$ cat src/rtl/alu_share_arbiter.sv
// alu_share_arbiter: shares one combinational ALU between two requesters.
// Round-robin grant over valid/ready request channels, one-entry response
// register with per-requester valid/ready return and backpressure.

// Per-requester slice: request handshake and response ownership for one port.
module alu_share_port #(
   parameter bit ID = 1'b0
) (
   input  logic gnt_vld,
   input  logic gnt_id,
   input  logic can_accept,
   input  logic full,
   input  logic owner,
   input  logic rsp_rdy,
   output logic req_rdy,
   output logic rsp_vld,
   output logic drain
);

   // Ready only when this port holds the grant and the register can take data.
   assign req_rdy = can_accept & gnt_vld & (gnt_id == ID);
   // Response is visible only to the port that owns the register contents.
   assign rsp_vld = full & (owner == ID);
   // The owner's consume; the other port's rsp_ready never reaches here.
   assign drain   = rsp_vld & rsp_rdy;

endmodule

module alu_share_arbiter #(
   parameter int ALU_INSTRUCTION_WIDTH = 4,
   parameter int DATA_WIDTH = 32,
   parameter logic [ALU_INSTRUCTION_WIDTH-1:0] IDLE_CTL = 4'hF
) (
   input  logic                             clk,
   input  logic                             rst,
   input  logic [1:0]                       req_valid,
   output logic [1:0]                       req_ready,
   input  logic [ALU_INSTRUCTION_WIDTH-1:0] req_ctl0,
   input  logic [DATA_WIDTH-1:0]            req_a0,
   input  logic [DATA_WIDTH-1:0]            req_b0,
   input  logic [ALU_INSTRUCTION_WIDTH-1:0] req_ctl1,
   input  logic [DATA_WIDTH-1:0]            req_a1,
   input  logic [DATA_WIDTH-1:0]            req_b1,
   output logic [ALU_INSTRUCTION_WIDTH-1:0] alu_ctl,
   output logic [DATA_WIDTH-1:0]            alu_a,
   output logic [DATA_WIDTH-1:0]            alu_b,
   input  logic [DATA_WIDTH-1:0]            alu_res,
   input  logic                             alu_zero,
   output logic [1:0]                       rsp_valid,
   input  logic [1:0]                       rsp_ready,
   output logic [DATA_WIDTH-1:0]            rsp_data,
   output logic                             rsp_zero,
   output logic [15:0]                      busy_cnt
);

   localparam int NUM_REQ = 2;

   typedef struct packed {
      logic [ALU_INSTRUCTION_WIDTH-1:0] ctl;
      logic [DATA_WIDTH-1:0]            a;
      logic [DATA_WIDTH-1:0]            b;
   } alu_req_t;

   typedef enum logic {
      RSP_EMPTY = 1'b0,
      RSP_FULL  = 1'b1
   } rsp_state_t;

   alu_req_t         req [NUM_REQ];
   rsp_state_t       state, state_nxt;
   logic             full;
   logic             owner;
   logic             last;
   logic             gnt_vld;
   logic             gnt_id;
   logic             can_accept;
   logic             accept;
   logic [1:0]       drain_vec;
   logic             drain;

   assign req[0] = '{ctl: req_ctl0, a: req_a0, b: req_b0};
   assign req[1] = '{ctl: req_ctl1, a: req_a1, b: req_b1};

   assign full = (state == RSP_FULL);

   // Round-robin grant: a lone requester wins, a tie goes to the one not served last.
   always_comb begin
      gnt_vld = 1'b0;
      gnt_id  = 1'b0;
      case (req_valid)
         2'b01: begin
            gnt_vld = 1'b1;
            gnt_id  = 1'b0;
         end
         2'b10: begin
            gnt_vld = 1'b1;
            gnt_id  = 1'b1;
         end
         2'b11: begin
            gnt_vld = 1'b1;
            gnt_id  = ~last;
         end
         default: begin
            gnt_vld = 1'b0;
            gnt_id  = 1'b0;
         end
      endcase
   end

   // Per-port handshake slices.
   for (genvar i = 0; i < NUM_REQ; i++) begin : g_port
      alu_share_port #(
         .ID (i == 1)
      ) u_port (
         .gnt_vld    (gnt_vld),
         .gnt_id     (gnt_id),
         .can_accept (can_accept),
         .full       (full),
         .owner      (owner),
         .rsp_rdy    (rsp_ready[i]),
         .req_rdy    (req_ready[i]),
         .rsp_vld    (rsp_valid[i]),
         .drain      (drain_vec[i])
      );
   end

   assign drain = |drain_vec;

   // Empty register, or one being consumed this edge, can take a new result.
   // Held off while reset is asserted so nothing is accepted into a clearing register.
   assign can_accept = ~rst & (~full | drain);

   assign accept = |(req_valid & req_ready);

   // ALU operands follow the grant even while stalled so the result settles;
   // with no grant the idle code selects the ALU's zero-result default arm.
   always_comb begin
      alu_ctl = IDLE_CTL;
      alu_a   = '0;
      alu_b   = '0;
      if (gnt_vld) begin
         alu_ctl = req[gnt_id].ctl;
         alu_a   = req[gnt_id].a;
         alu_b   = req[gnt_id].b;
      end
   end

   // Response-register occupancy state.
   always_ff @(posedge clk or posedge rst) begin
      if (rst) state <= RSP_EMPTY;
      else     state <= state_nxt;
   end

   // Next occupancy: a refill wins over a drain in the same cycle.
   always_comb begin
      state_nxt = state;
      if (accept)     state_nxt = RSP_FULL;
      else if (drain) state_nxt = RSP_EMPTY;
   end

   // Capture the ALU result, owner and round-robin pointer on accept.
   always_ff @(posedge clk or posedge rst) begin
      if (rst) begin
         rsp_data <= '0;
         rsp_zero <= 1'b0;
         owner    <= 1'b0;
         last     <= 1'b1;
      end else if (accept) begin
         rsp_data <= alu_res;
         rsp_zero <= alu_zero;
         owner    <= gnt_id;
         last     <= gnt_id;
      end
   end

   // Saturating count of accepted operations.
   always_ff @(posedge clk or posedge rst) begin
      if (rst)                                  busy_cnt <= '0;
      else if (accept && (busy_cnt != 16'hFFFF)) busy_cnt <= busy_cnt + 16'd1;
   end

endmodule

$ cat config.mk
export PLATFORM = sky130hd
export DESIGN_NAME = alu_share_arbiter
export DESIGN_NICKNAME = d
export VERILOG_FILES = /design/src/rtl/alu_share_arbiter.sv
export SDC_FILE = /design/constraint.sdc
export NUM_CORES = 1
export LEC_CHECK = 0
export BUFFER_PORTS_ARGS = -buffer_cell sky130_fd_sc_hd__buf_4
export CORE_AREA = 2 2 116 118
export CTS_CLUSTER_SIZE = 12
export DETAILED_ROUTE_END_ITERATION = 7
export DIE_AREA = 0 0 118 120
export SYNTH_ARGS = -nofsm -noshare
export SYNTH_HDL_FRONTEND = slang
export SYNTH_HIERARCHICAL = 1
export SYNTH_SLANG_ARGS = --single-unit
$ cat constraint.sdc
create_clock -name clk -period 4.1 [get_ports clk]
set_input_delay 0.615 -clock clk [delete_from_list [all_inputs] [get_ports clk]]
set_output_delay 0.615 -clock clk [all_outputs]
set_load 0.05 [all_outputs]
==> impl_metrics.csv, run 1 <==
group,metric,value,unit
cells_and_area,fillers,1324,
cts,cts_setup_buffers,0,
timing,slew_viol_final,0,
cts,cts.path.max_buffers,2,
floorplan,dieArea,14160,sq um
floorplan,ios,296,
timing,tns,0,ps
route,vias_per_cell,4.522,
synthesis,syn_nets,639,
synthesis,synth_ff_type,"dfrtp_1",
synthesis,synth_common_cells,"nand2_1 (243), nand3_1 (76), dfrtp_1 (51)",
global_route,grt-ovfl-total,0,
synthesis,synth_compound_area_frac,0.02524,
min_path,hp-class,"reg2reg",
pwr,p_leak,3.264,nW
cts,cts_buffers,5,
cts,clk_latency,300,ps
worst_setup_path,critPathKind,"reg2out",
synthesis,yosys.area_share.xor_xnor,0.02760,
global_route,antenna_found_initial,0,
synthesis,synth-simple-area-share,0.4783,
floorplan,core_area,12980,sq um
synthesis,synth.area.mux_share,0.01183,
route,drt_iter0_drc,224,
cts,clk_pin_slew,60,ps
timing,fmax,368.1,MHz
global_route,grt_pass1_wl,21.22,mm
worst_setup_path,crit_arrival,2100,ps
place,gp_congestion,0.8993,
route,postRouteAntennaNets,0,
cts,cts_resized,0,
synthesis,synth_cells,463,
job,maxCapViolations,0,
route,wl_per_cell,14.97,um
place,place_ws,1097,ps
cts,htreeDepth,2,
timing,min_period,2717,ps
timing,skew,9.478,ps
cells_and_area,final_layout_size_suffix_gt1_frac,0.4338,
route,drc,0,
cts,holdBufCountCts,0,
timing,fin_crit_sh,0.6626,
synthesis,synthAdderAreaFrac,0.003943,
cells_and_area,fin_nets,915,
worst_setup_path,cp-end-kind,"primary output",
timing,hold_viol,0,
worst_setup_path,cp.required,3480,ps
route,num_vias,4142,
cts,cts.sinks,52,
cells_and_area,n_antenna_cell,0,
synthesis,synthArstFlopShare,1.000,
synthesis,syn-cell-area,3173,sq um
floorplan,start_util,0.2445,
pwr,power.density,625.1,nW/um^2
global_route,grt_start_max_net_pins,71,
synthesis,yosysUniqueCellTypes,40,
synthesis,ys_ff_latch,52,
timing,tightest_slew,1078,ps
timing,worst_slack,1383,ps
synthesis,avgSynthCellArea,6.853,sq um
synthesis,synthTopCellsByArea,"dfrtp_1 (40%), nand2_1 (29%), nand3_1 (12%), clkbuf_1 (2.8%), xnor2_1 (2.2%)",
cts,root_buffer,"clkbuf_16",
run_status,status,"finished, final reports clean",
global_route,grt_pass1_vias,4052,
global_route,grt_use_total,0.1857,
synthesis,yosysWarnings,6,
cts,cts_tree,"yes",
worst_setup_path,crit_fanout,70,
pwr,peakVddDrop,0.4682,mV
worst_setup_path,startpoint_type,"flip-flop",
synthesis,synth_edf_count,0,
cells_and_area,area_growth,79.50,%
synthesis,ys_seq_area_frac,0.4105,
synthesis,synth_top_family_by_area,"simple AND/OR/NAND/NOR gates",
route,wl,13.72,mm
floorplan,floorplan.die.height,120,um
timing,maxSlewHeadroom,0.2814,
place,io_buffers,295,
floorplan,die_w,118,um
synthesis,synth.largest_area_cell,"dfrtp_1",
place,hpwlAfterDp,10.84,mm
synthesis,synth_top_area_share,0.4022,
synthesis,yosys.cell_count.top_type,"nand2_1",
route,first_pass_iters,5,
floorplan,rows,42,
timing,rsz0062_at_grt,"false",
timing,setup_viol,0,
[worst max-delay path: stages (launching register included)]
cell and delay (ps):
dfstp_2 540, nand2_1 60, nand2_2 80, buf_4 550, nand3_1 150, nand2_1 150
buf_4 220
[kinds of logic (layout without fill, tap and decap cells)]
family,Yosys count,in the layout
compound gates,11,11
fa+ha+maj,1,1
xor+xnor,10,10
flops,52,52
mux,3,3
buf+inv,34,311
simple gates,352,352
[where the power goes]
group / leakage (nW) / total [mW] / switching (mW) / internal [mW]
Combinational: 2.52 / 2.20 / 1.56 / 0.646
Clock: 0.0804 / 0.482 / 0.192 / 0.290
Sequential: 0.659 / 0.874 / 0.153 / 0.721
Total: 3.26 / 3.56 / 1.90 / 1.66
[registers in the layout (all words and copies together) (netlist names)]
name	flops
rsp_data	32
busy_cnt	16
full	1
last	1
owner	1
rsp_zero	1
[per-layer routing]
metal  GRT usage  share of wire  vias to the layer above
met5           0              0                        -
met4     0.04217          0.019                        0
met3     0.06844          0.093                       21
met2      0.3278           0.50                      177
met1      0.2144           0.39                     1899
li1            -              -                     2045
[layout by cell type, fill, tap and decap left out, drive strengths merged, types with 2 or more instances in the layout]
cell    Yosys  final
a21oi       2      2
a31oi       2      2
and3        6      6
and3b       2      2
buf         7    300
clkbuf     24      5
dfrtp      51     51
inv         3      4
mux2        3      3
nand2     243    243
nand3      76     76
nand4       7      7
nor2        6      6
nor3        2      2
nor4        2      2
o21ai       2      2
xnor2       8      8
xor2        2      2
[stage by stage]
stage            util  hold slack [ps]  instances  instance area [sq um]  power (mW)
5_1_grt        0.4388            498.6        916                   5695       3.744
3_3_place_gp   0.4256            454.1        908                   5524       3.084
6_report       0.4388            466.2        916                   5695       3.560
4_1_cts        0.4388            472.2        916                   5695       3.592
2_1_floorplan       -            460.6        463                   3173       2.319
3_5_place_dp   0.4256            457.0        908                   5524       3.104
[final cells by class]
cell class                 instances  area (sq um)  share of cell area
clock inverter                     3         46.29            0.008128
sequential                        52          1303              0.2287
inverter                           3         11.26            0.001977
clock buffer                       5         125.1             0.02197
multi-input combinational        377          1738              0.3051
timing repair buffer             300          2252              0.3954
tap                              176         220.2             0.03866
[worst paths after layout]
path,startpoint,end,slack (ps),cells after the start
worst max-delay path,last,alu_a[21],1380,6
max in group asynchronous,rst,busy_cnt[12],2830,2
worst min register to register,rsp_data[30],rsp_data[30],470,2
min in group asynchronous,rst,rsp_data[4],590,2
worst min-delay path,rsp_data[30],rsp_data[30],470,2
worst max register to register,full,busy_cnt[11],1410,8
Note: power is estimated with default switching activity, not from simulation.
==> run 2, diff against run 1 <==
--- a/config.mk
+++ b/config.mk
@@ -5,11 +5,12 @@
 export SDC_FILE = /design/constraint.sdc
 export NUM_CORES = 1
 export LEC_CHECK = 0
+export ABC_AREA = 1
 export BUFFER_PORTS_ARGS = -buffer_cell sky130_fd_sc_hd__buf_4
-export CORE_AREA = 2 2 116 118
+export CORE_AREA = 2 2 115 117
 export CTS_CLUSTER_SIZE = 12
 export DETAILED_ROUTE_END_ITERATION = 7
-export DIE_AREA = 0 0 118 120
+export DIE_AREA = 0 0 117 119
 export SYNTH_ARGS = -nofsm -noshare
 export SYNTH_HDL_FRONTEND = slang
 export SYNTH_HIERARCHICAL = 1
==> constraint.sdc (replaced) <==
create_clock -name clk -period 2.42 [get_ports clk]
set_input_delay 0.363 -clock clk [delete_from_list [all_inputs] [get_ports clk]]
set_output_delay 0.363 -clock clk [all_outputs]
set_load 0.05 [all_outputs]
==> run 2 against run 1 <==
  * Total power up 79%
  * Sequential power grew 76%
  * First-iteration DRC count shrank 7.6%
  * Register-to-register slack got worse by 940 ps
  * Synthesized cell count up 20%
  * Largest power group unchanged
==> impl_metrics.csv, run 2 <==
group,metric,value,unit
run_status,status,"finished, final reports clean",
worst_setup_path,rr_worst_depth,10,
synthesis,synth_top_area_share,0.3734,
cells_and_area,final_cell_mix,"nand2_1 (318), buf_4 (300), nand3_1 (78), dfrtp_1 (51), inv_1 (22)",
cells_and_area,fillers,1381,
cells_and_area,fin_nets,1011,
cts,htreeDepth,2,
cells_and_area,final_layout_size_suffix_gt1_frac,0.4007,
cts,cts_setup_buffers,0,
pwr,seqPwrFrac,0.241,
cts,holdBufCountCts,0,
cells_and_area,area_growth,76.13,%
pwr,p_clk_frac,0.128,
route,wl,15.05,mm
synthesis,syn-cell-area,3418,sq um
timing,maxSlewHeadroom,0.6818,
floorplan,ios,296,
cells_and_area,largestRegisters,"rsp_data: 32 flops, busy_cnt: 16 flops",
pwr,total_power,6.379,mW
global_route,antenna_found_initial,0,
worst_setup_path,cp-end-kind,"primary output",
worst_setup_path,path_buf_inv,3,
floorplan,die_w,117,um
route,drt_iter0_drc,207,
worst_setup_path,crit_fanout,26,
synthesis,ys_seq_area_frac,0.3810,
worst_setup_path,reg2reg_from,"last",
worst_setup_path,critPathTopFamily,"buffers and inverters",
worst_setup_path,critPathKind,"reg2out",
synthesis,yosys.area_share.xor_xnor,0.007687,
worst_setup_path,cp.required,2060,ps
synthesis,synth_compound_area_frac,0.01940,
pwr,p_leak,3.449,nW
synthesis,syn_nets,730,
floorplan,rows,42,
cts,cts.path.max_buffers,2,
route,first_pass_iters,4,
floorplan,start_util,0.2655,
floorplan,dieArea,13920,sq um
pwr,peakVddDrop,0.7015,mV
worst_setup_path,slowest_delay,540,ps
cts,root_buffer,"clkbuf_16",
synthesis,synth_common_cells,"nand2_1 (319), nand3_1 (78), dfrtp_1 (51)",
pwr,p_sw_frac,0.5410,
cts,clk_pin_slew,70,ps
synthesis,synth_edf_count,0,
cells_and_area,regMostFlops,"rsp_data",
route,route.met3.wl,1.301,mm
place,io_buffers,295,
cells_and_area,largest_register_ffs,32,
synthesis,synthAdderAreaFrac,0.003660,
route,vias_per_cell,4.371,
global_route,grt-ovfl-total,0,
cells_and_area,final_common_cell,"nand2_1",
cts,cts_buffers,5,
pwr,switchingPower,3.451,mW
route,drc,0,
floorplan,floorplan.die.height,119,um
synthesis,synth_top_family_by_area,"simple AND/OR/NAND/NOR gates",
timing,tightest_slew,476.2,ps
synthesis,synthArstFlopShare,1.000,
worst_setup_path,critPathMostFrequentCell,"nand2_1",
synthesis,ys_ff_latch,52,
place,hpwlAfterDp,12.14,mm
worst_setup_path,crit_arrival,1870,ps
synthesis,avgSynthCellArea,6.170,sq um
synthesis,yosysWarnings,6,
synthesis,synth_ff_type,"dfrtp_1",
worst_setup_path,crit_path_top_delay_cell,"dfstp_2",
place,placed_cells,1004,
global_route,grt_pass1_wl,22.26,mm
global_route,grt_start_max_net_pins,66,
worst_setup_path,worst-r2r-setup-slack,470,ps
min_path,hp-class,"in2async",
route,route.met2.wl,7.330,mm
global_route,grt_use_total,0.2052,
synthesis,synth-simple-area-share,0.5216,
timing,slew_viol_final,0,
cts,cts_resized,0,
timing,fin_crit_sh,0.9224,
pwr,comb_power_share,0.631,
synthesis,yosysUniqueCellTypes,23,
cts,clk_latency,290,ps
job,maxCapViolations,0,
worst_setup_path,path_cells,"nand2_1 > nand2_2 > inv_2 > buf_4 > nand2_1 > nand2_1 > buf_4",
cts,cts_tree,"yes",
route,num_vias,4423,
worst_setup_path,startpoint_type,"flip-flop",
timing,hold_viol,0,
timing,tns,0,ps
global_route,grt_pass1_vias,4088,
synthesis,synthTopCellsByArea,"dfrtp_1 (37%), nand2_1 (35%), nand3_1 (11%), inv_1 (2.5%), clkbuf_1 (2.1%)",
pwr,p_int,2.928,mW
timing,rsz0062_at_grt,"false",
synthesis,synth_cells,554,
route,dr.max_layer_used,"met4",
synthesis,synth.largest_area_cell,"dfrtp_1",
cells_and_area,n_antenna_cell,0,
floorplan,core_area,12870,sq um
synthesis,yosys.cell_count.top_type,"nand2_1",
route,wl_per_cell,14.87,um
route,m1WireLength,6.246,mm
timing,min_period,2232,ps
timing,fmax,448.0,MHz
cells_and_area,fin_cells,1012,
synthesis,synth.area.mux_share,0,
timing,skew,7.959,ps
timing,setup_viol,0,
worst_setup_path,reg2reg_to,"busy_cnt[7]",
pwr,power.density,1060,nW/um^2
place,gp_congestion,0.8188,
cts,cts.sinks,52,
route,postRouteAntennaNets,0,
==> run 2: changes by cell type after synthesis, sizes merged, moves of 3 or more <==
cell,before,now
xnor2,8,1
clkbuf,24,19
o21ai,2,9
and3,6,0
mux2,3,0
buf,7,11
nand2,243,322
nor2,6,24
inv,3,26
==> run 2: cell families after synthesis <==
group / Yosys count
xor gates and xnor gates: 3
buffers and inverters: 56
AOI/OAI and AO/OA: 10
DFF: 52
adders and majority gates: 1
and+or+nand+nor: 432
==> run 2: power by group through the flow <==
stage / clock network, mW / registers, mW / logic [mW]
after floorplan: 0 / 2.71 / 1.48
after global placement: 0 / 1.54 / 4.05
after detailed placement: 0 / 1.54 / 4.06
after CTS: 0.838 / 1.54 / 4.06
after global routing: 0.871 / 1.60 / 4.27
final: 0.814 / 1.54 / 4.03
==> run 2: cell type report <==
cell class,instances,area (sq um),share of cell area
Multi-Input combinational cell,446,1901,0.3157
Clock inverter,2,38.79,0.006442
Sequential cell,52,1303,0.2163
Clock buffer,6,128.9,0.02140
Timing Repair Buffer,304,2332,0.3874
Inverter,26,97.59,0.01621
Tap cell,176,220.2,0.03658
==> run 2: worst max-delay path by stage <==
stage,start,depth (start not counted),end
2_1_floorplan,last,13,busy_cnt[12]
3_3_place_gp,req_valid[0],8,alu_b[19]
3_5_place_dp,req_valid[0],11,busy_cnt[11]
4_1_cts,last,7,alu_b[19]
5_1_grt,last,7,alu_b[19]
6_report,last,7,alu_b[19]
==> run 2: metal layers <==
layer  up-vias  global-route usage
met4         0             0.04044
met5         -                   0
met2       164              0.3439
met1      1972              0.2688
met3         8             0.04885
li1       2279                   -
==> run 2: stage by stage <==
step / hold WS, ps / utilization / setup WS [ps] / instance area, sq um
after floorplan: 443.1 / - / 3.590 / 3428
after global placement: 373.1 / 0.4546 / 448.7 / 5853
after detailed placement: 367.2 / 0.4546 / 425.3 / 5853
after CTS: 64.26 / 0.4676 / 203.3 / 6021
after global routing: 75.09 / 0.4676 / 126.4 / 6021
final: 54.17 / 0.4676 / 187.7 / 6021
==> run 3, diff against run 2 <==
--- a/config.mk
+++ b/config.mk
@@ -7,11 +7,10 @@
 export LEC_CHECK = 0
 export ABC_AREA = 1
 export BUFFER_PORTS_ARGS = -buffer_cell sky130_fd_sc_hd__buf_4
-export CORE_AREA = 2 2 115 117
+export CORE_AREA = 2 2 116 118
 export CTS_CLUSTER_SIZE = 12
 export DETAILED_ROUTE_END_ITERATION = 7
-export DIE_AREA = 0 0 117 119
+export DIE_AREA = 0 0 118 120
 export SYNTH_ARGS = -nofsm -noshare
 export SYNTH_HDL_FRONTEND = slang
-export SYNTH_HIERARCHICAL = 1
 export SYNTH_SLANG_ARGS = --single-unit
==> run 3 against run 2 <==
  * Flip-flop and latch count did not move
  * Worst setup slack got worse by 6.3 ps
  * First-iteration DRC count rose by 21%
  * Non-clock buffer count fell by 1
  * Largest cell class unchanged
  * Global-route usage fell by 0.31 points
==> impl_metrics.csv, run 3 <==
group,metric,value,unit
synthesis,synth_common_cells,"nand2_1 (304), nand3_1 (78), dfrtp_1 (51)",
cells_and_area,final_cell_mix,"nand2_1 (303), buf_4 (300), nand3_1 (78), dfrtp_1 (51), inv_1 (22)",
route,postRouteAntennaNets,0,
synthesis,synth_top_area_share,0.3681,
pwr,peakVddDrop,0.5872,mV
global_route,antenna_found_initial,0,
cells_and_area,regMostFlops,"rsp_data",
route,wl,15.26,mm
route,wl_per_cell,15.24,um
cts,clk_latency,290,ps
synthesis,synth_edf_count,0,
cells_and_area,area_growth,73.33,%
timing,min_period,2239,ps
timing,rsz0062_at_grt,"false",
worst_setup_path,cp.required,2060,ps
pwr,p_leak,3.433,nW
worst_setup_path,critPathKind,"reg2out",
cells_and_area,final_common_cell,"nand2_1",
synthesis,synthArstFlopShare,1.000,
cts,cts.path.max_buffers,2,
cts,cts_resized,0,
route,drc,0,
run_status,status,"finished, final reports clean",
floorplan,dieArea,14160,sq um
timing,tightest_slew,676.2,ps
synthesis,synth_ff_type,"dfrtp_1",
worst_setup_path,cp-end-kind,"primary output",
synthesis,yosysWarnings,0,
timing,fmax,446.7,MHz
synthesis,yosys.cell_count.top_type,"nand2_1",
timing,tns,0,ps
cts,cts_tree,"yes",
route,drt_iter0_drc,250,
cells_and_area,n_antenna_cell,0,
cts,cts_setup_buffers,0,
place,gp_congestion,0.8602,
worst_setup_path,startpoint_type,"flip-flop",
route,num_vias,4437,
floorplan,die_w,118,um
worst_setup_path,crit_arrival,1880,ps
place,placed_cells,993,
route,first_pass_iters,6,
job,maxCapViolations,0,
cts,root_buffer,"clkbuf_16",
synthesis,ys_ff_latch,52,
global_route,grt-ovfl-total,0,
floorplan,core_area,12980,sq um
timing,maxSlewHeadroom,0.5492,
synthesis,syn_nets,724,
cts,holdBufCountCts,0,
global_route,grt_pass1_vias,4058,
route,vias_per_cell,4.433,
cts,clk_pin_slew,70,ps
synthesis,avgSynthCellArea,6.327,sq um
synthesis,ys_seq_area_frac,0.3757,
timing,slew_viol_final,0,
floorplan,ios,296,
timing,setup_viol,0,
global_route,grt_pass1_wl,22.51,mm
place,io_buffers,295,
synthesis,synth.largest_area_cell,"dfrtp_1",
worst_setup_path,crit_fanout,48,
floorplan,start_util,0.2671,
cells_and_area,fin_nets,1000,
cts,cts_buffers,5,
cts,cts.sinks,52,
min_path,hp-class,"in2reg",
cts,htreeDepth,2,
timing,hold_viol,0,
synthesis,syn-cell-area,3467,sq um
cells_and_area,final_layout_size_suffix_gt1_frac,0.4109,
cells_and_area,largestRegisters,"rsp_data: 32 flops, busy_cnt: 16 flops",
place,hpwlAfterDp,12.19,mm
pwr,power.density,945.1,nW/um^2
synthesis,synthTopCellsByArea,"dfrtp_1 (37%), nand2_1 (33%), nand3_1 (11%), inv_1 (2.5%), o21ai_2 (2.3%)",
cells_and_area,fin_cells,1001,
synthesis,synth_cells,548,
synthesis,yosysUniqueCellTypes,22,
global_route,grt_start_max_net_pins,65,
global_route,grt_use_total,0.2021,
timing,fin_crit_sh,0.9250,
floorplan,rows,42,
floorplan,floorplan.die.height,120,um
timing,skew,4.360,ps
cells_and_area,largest_register_ffs,32,
==> run 3: cell count changes after synthesis, sizes merged, moves of 2 or more <==
cell / change
o21ai: +4
buf: +8
nand4: -2
xor2: +2
nand2: -11
clkbuf: -4
==> run 3: kinds of logic after synthesis <==
kind of cell,share of synthesized area
fa+ha+maj,0.003608
xor+xnor,0.01010
compound gates,0.02995
buf+inv,0.07831
flops,0.3757
simple gates,0.5023
==> run 3: power breakdown <==
part / switching [mW] / internal [mW] / total [mW] / leakage, nW
clock: 0.334 / 0.519 / 0.853 / 0.0871
combinational: 2.37 / 1.04 / 3.41 / 2.69
sequential: 0.264 / 1.15 / 1.42 / 0.656
total: 2.96 / 2.72 / 5.68 / 3.43
==> run 3: path summary, 6_finish.rpt <==
check	end	depth (start not counted)	from	slack (ps)
setup / recovery	alu_a[31]	6	last	180
hold / removal	rsp_data[25]	3	alu_res[25]	260
setup reg to reg	busy_cnt[14]	9	busy_cnt[0]	700
hold reg to reg	rsp_data[10]	2	rsp_data[10]	480
max in group asynchronous	busy_cnt[3]	3	rst	1650
min in group asynchronous	busy_cnt[10]	3	rst	330
==> run 3: layer usage <==
layer  wire [um]  global-route usage
met4         192             0.03840
met5           0                   0
met2        7215              0.3303
met1        6591              0.2686
met3        1258             0.05703
==> run 3: final cells by class <==
cell class                 count  area, sq um
clock buffer                   6        138.9
clock inverter                 2        38.79
fill                        1371         6970
inverter                      26        101.3
multi-input combinational    436         1896
sequential                    52         1303
tap                          176        220.2
timing repair buffer         303         2312
==> run 3: per-stage QoR <==
step | area [sq um] | utilization | total power [mW] | hold WS [ps] | worst slack (ps)
2_1_floorplan | 3471 | - | 3.710 | 433.8 | 118.2
3_5_place_dp | 5832 | 0.4493 | 4.855 | 465.7 | 486.2
4_1_cts | 6010 | 0.4630 | 5.719 | 256.6 | 170.3
6_report | 6010 | 0.4630 | 5.679 | 258.0 | 181.4
5_1_grt | 6010 | 0.4630 | 5.971 | 265.5 | 34.35
3_3_place_gp | 5832 | 0.4493 | 4.849 | 464.7 | 502.2
==> run 3: worst max-delay path: stages (launching register included) <==
cell and delay [ps]:
dfstp_2 530, nand2_1 60, nand2_2 80, buf_4 420, nand3_1 170, nand2_1 110
buf_4 200
